<file path="src/rtl/sr04_bcd_display.sv">
// sr04_bcd_display: samples the HC-SR04 distance word at a fixed refresh rate, converts it to
// 4-digit packed BCD with a sequential double-dabble engine and drives a multiplexed 4-digit
// 7-segment display with leading-zero blanking and a dash pattern for the timeout code.
//
// Ports:
//   clk   - 1 MHz system clock, rising edge
//   rstn  - synchronous reset, active-low
//   data  - distance in cm (0..1023)
//   seg   - segments {g,f,e,d,c,b,a}
//   an    - digit enables, an[0] = units .. an[3] = thousands
//   bcd   - last converted value {thou,hund,tens,units}
//   busy  - high while a conversion is in progress
module sr04_bcd_display #(
  parameter int unsigned REFRESH_US     = 250000,
  parameter int unsigned DIGIT_US       = 1000,
  parameter int unsigned ERR_CODE       = 999,
  parameter bit          SEG_ACTIVE_LOW = 1'b1
) (
  input  logic        clk,
  input  logic        rstn,
  input  logic [9:0]  data,
  output logic [6:0]  seg,
  output logic [3:0]  an,
  output logic [15:0] bcd,
  output logic        busy
);

  localparam int unsigned RW = $clog2(REFRESH_US);
  localparam int unsigned DW = (DIGIT_US > 1) ? $clog2(DIGIT_US) : 1;
  localparam logic [RW-1:0] RefreshMax = RW'(REFRESH_US - 1);
  localparam logic [DW-1:0] DigitMax   = DW'(DIGIT_US - 1);
  localparam logic [9:0]    ErrCode    = 10'(ERR_CODE);
  localparam logic [6:0]    SegOff     = SEG_ACTIVE_LOW ? 7'h7F : 7'h00;
  localparam logic [3:0]    AnOff      = SEG_ACTIVE_LOW ? 4'hF : 4'h0;

  typedef enum logic [1:0] {StIdle, StShift, StDone} state_e;

  state_e        state_q, state_d;
  logic [RW-1:0] refresh_q, refresh_d;
  logic [25:0]   shreg_q, shreg_d;
  logic [3:0]    iter_q, iter_d;
  logic [15:0]   bcd_q, bcd_d;
  logic          busy_q, busy_d;
  logic          err_q, err_d;
  logic [DW-1:0] digit_cnt_q, digit_cnt_d;
  logic [1:0]    idx_q, idx_d;
  logic          shown_q, shown_d;
  logic [6:0]    seg_q, seg_d;
  logic [3:0]    an_q, an_d;

  logic          tick;
  logic [25:0]   adj;
  logic [3:0]    nib;
  logic          blank;
  logic [6:0]    pat_low;
  logic [6:0]    seg_low;
  logic [3:0]    an_low;

  assign tick = (refresh_q == RefreshMax);

  // Conversion engine and refresh timing.
  always_comb begin
    state_d   = state_q;
    shreg_d   = shreg_q;
    iter_d    = iter_q;
    bcd_d     = bcd_q;
    busy_d    = busy_q;
    err_d     = err_q;
    shown_d   = shown_q;
    refresh_d = tick ? '0 : refresh_q + RW'(1);

    // Add-3 correction on every BCD nibble that would overflow past 9 when doubled.
    adj = shreg_q;
    for (int n = 0; n < 4; n++) begin
      if (adj[10 + 4 * n +: 4] >= 4'd5) begin
        adj[10 + 4 * n +: 4] = adj[10 + 4 * n +: 4] + 4'd3;
      end
    end

    case (state_q)
      StIdle: begin
        if (tick) begin
          shreg_d = {16'd0, data};
          err_d   = (data == ErrCode);
          busy_d  = 1'b1;
          iter_d  = 4'd0;
          state_d = StShift;
        end
      end
      StShift: begin
        shreg_d = {adj[24:0], 1'b0};
        iter_d  = iter_q + 4'd1;
        if (iter_q == 4'd9) begin
          state_d = StDone;
        end
      end
      StDone: begin
        bcd_d   = shreg_q[25:10];
        busy_d  = 1'b0;
        shown_d = 1'b1;
        state_d = StIdle;
      end
      default: state_d = StIdle;
    endcase
  end

  // Digit scan and segment decode from the registered result only.
  always_comb begin
    digit_cnt_d = digit_cnt_q + DW'(1);
    idx_d       = idx_q;
    if (digit_cnt_q == DigitMax) begin
      digit_cnt_d = '0;
      idx_d       = idx_q + 2'd1;
    end

    nib = bcd_q[{idx_q, 2'b00} +: 4];

    case (idx_q)
      2'd3:    blank = (bcd_q[15:12] == 4'd0);
      2'd2:    blank = (bcd_q[15:8] == 8'd0);
      2'd1:    blank = (bcd_q[15:4] == 12'd0);
      default: blank = 1'b0;
    endcase

    case (nib)
      4'd0:    pat_low = 7'b1000000;
      4'd1:    pat_low = 7'b1111001;
      4'd2:    pat_low = 7'b0100100;
      4'd3:    pat_low = 7'b0110000;
      4'd4:    pat_low = 7'b0011001;
      4'd5:    pat_low = 7'b0010010;
      4'd6:    pat_low = 7'b0000010;
      4'd7:    pat_low = 7'b1111000;
      4'd8:    pat_low = 7'b0000000;
      4'd9:    pat_low = 7'b0010000;
      default: pat_low = 7'b1111111;
    endcase

    if (!shown_q) begin
      seg_low = 7'b1111111;
    end else if (err_q) begin
      seg_low = 7'b0111111;
    end else if (blank) begin
      seg_low = 7'b1111111;
    end else begin
      seg_low = pat_low;
    end

    an_low = shown_q ? ~(4'b0001 << idx_q) : 4'b1111;

    seg_d = SEG_ACTIVE_LOW ? seg_low : ~seg_low;
    an_d  = SEG_ACTIVE_LOW ? an_low : ~an_low;
  end

  always_ff @(posedge clk) begin
    if (!rstn) begin
      state_q     <= StIdle;
      refresh_q   <= '0;
      shreg_q     <= '0;
      iter_q      <= 4'd0;
      bcd_q       <= 16'd0;
      busy_q      <= 1'b0;
      err_q       <= 1'b0;
      digit_cnt_q <= '0;
      idx_q       <= 2'd0;
      shown_q     <= 1'b0;
      seg_q       <= SegOff;
      an_q        <= AnOff;
    end else begin
      state_q     <= state_d;
      refresh_q   <= refresh_d;
      shreg_q     <= shreg_d;
      iter_q      <= iter_d;
      bcd_q       <= bcd_d;
      busy_q      <= busy_d;
      err_q       <= err_d;
      digit_cnt_q <= digit_cnt_d;
      idx_q       <= idx_d;
      shown_q     <= shown_d;
      seg_q       <= seg_d;
      an_q        <= an_d;
    end
  end

  assign seg  = seg_q;
  assign an   = an_q;
  assign bcd  = bcd_q;
  assign busy = busy_q;

endmodule

</file>
<file path="config.mk">
export PLATFORM = sky130hd
export DESIGN_NAME = sr04_bcd_display
export DESIGN_NICKNAME = d
export VERILOG_FILES = /design/src/rtl/sr04_bcd_display.sv
export SDC_FILE = /design/constraint.sdc
export NUM_CORES = 1
export LEC_CHECK = 0
export ABC_AREA = 1
export ABC_CLOCK_PERIOD_IN_PS = 5100
export CAP_MARGIN = 15
export CORE_UTILIZATION = 40
export DETAILED_ROUTE_END_ITERATION = 7
export PLACE_DENSITY = 0.63
export SKIP_CTS_REPAIR_TIMING = 1
export SYNTH_ARGS = -nofsm -noshare
export SYNTH_HDL_FRONTEND = slang
export SYNTH_SLANG_ARGS = --single-unit
</file>
<file path="constraint.sdc">
create_clock -name clk -period 5.1 [get_ports clk]
set_input_delay 1.02 -clock clk [delete_from_list [all_inputs] [get_ports clk]]
set_output_delay 1.02 -clock clk [all_outputs]
set_load 0.02 [all_outputs]
</file>
==> results.md <==
- Status: finished, final reports clean
- Detailed Place HPWL: 7120 um
- CTS tree: yes
- Worst vdd ir: 0.173 mV
- Logic pwr share: 2.3%
- Drt via density: 5.03
- FF-to-FF path depth: 8
- Post-synthesis area per instance: 7.24 um^2
- Core area: 11,000 um^2
- DRC: 0
- Crit path capture type: register
- Netlist cell types: 32
- Register bit total from synthesis: 92
- Slew HR: 50.5%
- Final min period: 2430 ps
- Final slew viol count: 0
- Hold path depth: 2
- Antenna violations before repair: 0
- First-pass GRT wire length: 17,100 um
- Critical Path AT: 2680 ps
- Setup Viol. Count Final: 0
- CP Max Fanout: 39
- WL final: 10,000 um
- CTS clk-pin slew, worst paths: 60 ps
- Post-DRT Antenna Nets: 0
- Gp weighted congestion: 0.805
- CP Class: input pin to register
- Die Wd: 109 um
- Cells after Synth: 634
- Gr ovfl total: 0
- Crit-path cells: clkdlybuf4s50_1 -> buf_4 -> clkinv_1 -> a21oi_1
- Vias in the first global route: 3,768
- Slowest stage delay, CP: 540 ps
- Nets: 699
- Area grow syn2layout: 16.5%
- Max-cap violation count: 0
- Initial core utilization: 41.6%
- # rows: 38
- Ant. Diodes: 0
- H-tree depth: 3
- Setup TNS Final: 0 ps
- Tcrit/Tclk final: 47.6%
- Fin util: 48.5%
- Ports: 40
- TritonCTS Sinks: 92
- Fin. Hold Viols: 0
- I/O Buffers: 39
- Worst Tran Pin Value: 742 ps
- Clock Path Buffers: 2
- Iter 0 DRT Violations: 253
- Synthesis warning total: 0
- Final Skew: 7.72 ps
- Maximum clock rate: 412 MHz
- GRT Total Usage: 18.0%
- Leakage: 2.07 nW
- Clock share of power: 48.8%
- Most frequent cells in the layout: nand2_1, dfxtp_1, inv_1
- Pre-antenna DRT Iters: 4
- Sw Pwr: 302 uW
- Chip height: 109 um
- Worst endpoint required time: 5350 ps
- Dpl ws: 2330 ps
- Power per cell area: 277 nW/um^2
- Cts bufs inserted: 9
- Post-synthesis cell area: 4590 um^2
- RSZ-0062 raised after global routing: no
- Slowest cell on crit path: clkinv_1
- Largest net degree at the start of global routing: 48
- DR WL/cell: 12.4 um
- Clock latency at the later pin of the worst-skew pair: 340 ps
- Worst setup margin: 2670 ps
- Sequential element share of the synthesized area: 40.1%
- Switching part of the total: 20.3%
- CP startpoint kind: input pin
- Worst Hold Class: register to register
- Sequential share of power: 49.0%
- Leading cell type in the layout, fill and taps excluded: nand2_1
- Layout cells sized above 1: 5.37%
- Int Power: 1.18 mW
- Die ar.: 11,900 um^2
- Filler cells: 1,119
- Final Power: 1.48 mW
- Syn Nets: 668
- Clock root buffer master: clkbuf_16
- Via count: 4,074
-- metal layers --
metal	share of wire, %	GRT usage [%]
met1	48	23.5
met2	47	30.1
met3	3.3	3.29
met4	1.1	5.79
met5	0	0
-- stage by stage --
| step | hold slack, ps | instances | cell area (um^2) |
|---|---|---|---|
| 6_report | 468 | 810 | 5350 |
| 5_1_grt | 505 | 810 | 5350 |
| 4_1_cts | 471 | 810 | 5350 |
| 3_5_place_dp | 463 | 794 | 5020 |
| 3_3_place_gp | 444 | 794 | 5020 |
| 2_1_floorplan | 430 | 634 | 4590 |
-- power groups by stage --
stage / Clock, mW / Combinational (mW) / Sequential [mW]
final: 0.723 / 0.0334 / 0.727
after global routing: 0.764 / 0.0385 / 0.727
after CTS: 0.737 / 0.0337 / 0.726
after detailed placement: 0 / 0.0335 / 0.743
after global placement: 0 / 0.0328 / 0.743
after floorplan: 0 / 0.0201 / 0.742
-- critical path, delay by kind of cell --
kind,cells,cell delay (ps)
AO/OA/AOI/OAI,1,300
buffers and inverters,3,1350
-- Yosys cell counts, drive strengths merged --
library cell / n / area share, %
a21oi: 55 / 6.0
buf: 13 / 2.5
clkbuf: 7 / 0.57
clkinv: 1 / 0.082
dfxtp: 92 / 40
ha: 22 / 6.0
inv: 73 / 6.0
mux2i: 1 / 0.49
nand2: 132 / 11
nand3: 68 / 7.7
nand3b: 3 / 0.49
nand4: 18 / 2.6
nor2: 65 / 5.8
nor3: 13 / 1.5
nor3b: 3 / 0.49
o211ai: 3 / 0.49
o21ai: 45 / 4.9
o22ai: 2 / 0.27
or2: 6 / 0.82
xnor2: 3 / 0.57
xor2: 9 / 1.7
-- sequential cells by signal (all words and copies together), names as in the netlist --
register	cells
iter_q	4
digit_cnt_q	10
idx_q	2
shown_q	1
an	4
busy	1
shreg_q	26
refresh_q	18
seg	7
err_q	1
state_q	2
bcd	16
-- final cells by class --
type | count | area [um^2] | share of cell area [%]
clock inverters | 5 | 85.1 | 1.59
flip-flops and latches | 92 | 1840 | 34.4
inverters | 74 | 278 | 5.19
clock buffers | 11 | 243 | 4.54
multi-input cells | 448 | 2330 | 43.5
well taps | 140 | 175 | 3.28
repair buffers | 40 | 398 | 7.44
-- path summary, 6_finish.rpt --
kind	startpoint	end	slack [ps]
max	rstn	busy$_SDFFE_PN0P_	2670
min	shreg_q[0]$_SDFFE_PN0P_	shreg_q[0]$_SDFFE_PN0P_	470
max reg2reg	refresh_q[0]$_SDFF_PP0_	shreg_q[9]$_SDFFE_PN0P_	2770
min reg2reg	shreg_q[0]$_SDFFE_PN0P_	shreg_q[0]$_SDFFE_PN0P_	470
-- kinds of logic after synthesis --
logic type	synth area share, %
buffers and inverters	9.16
adders and majority gates	6.00
AOI/OAI and AO/OA	11.7
xor gates and xnor gates	2.29
DFF	40.1
muxes	0.491
and+or+nand+nor	30.3
(Power assumes the default switching activity.)
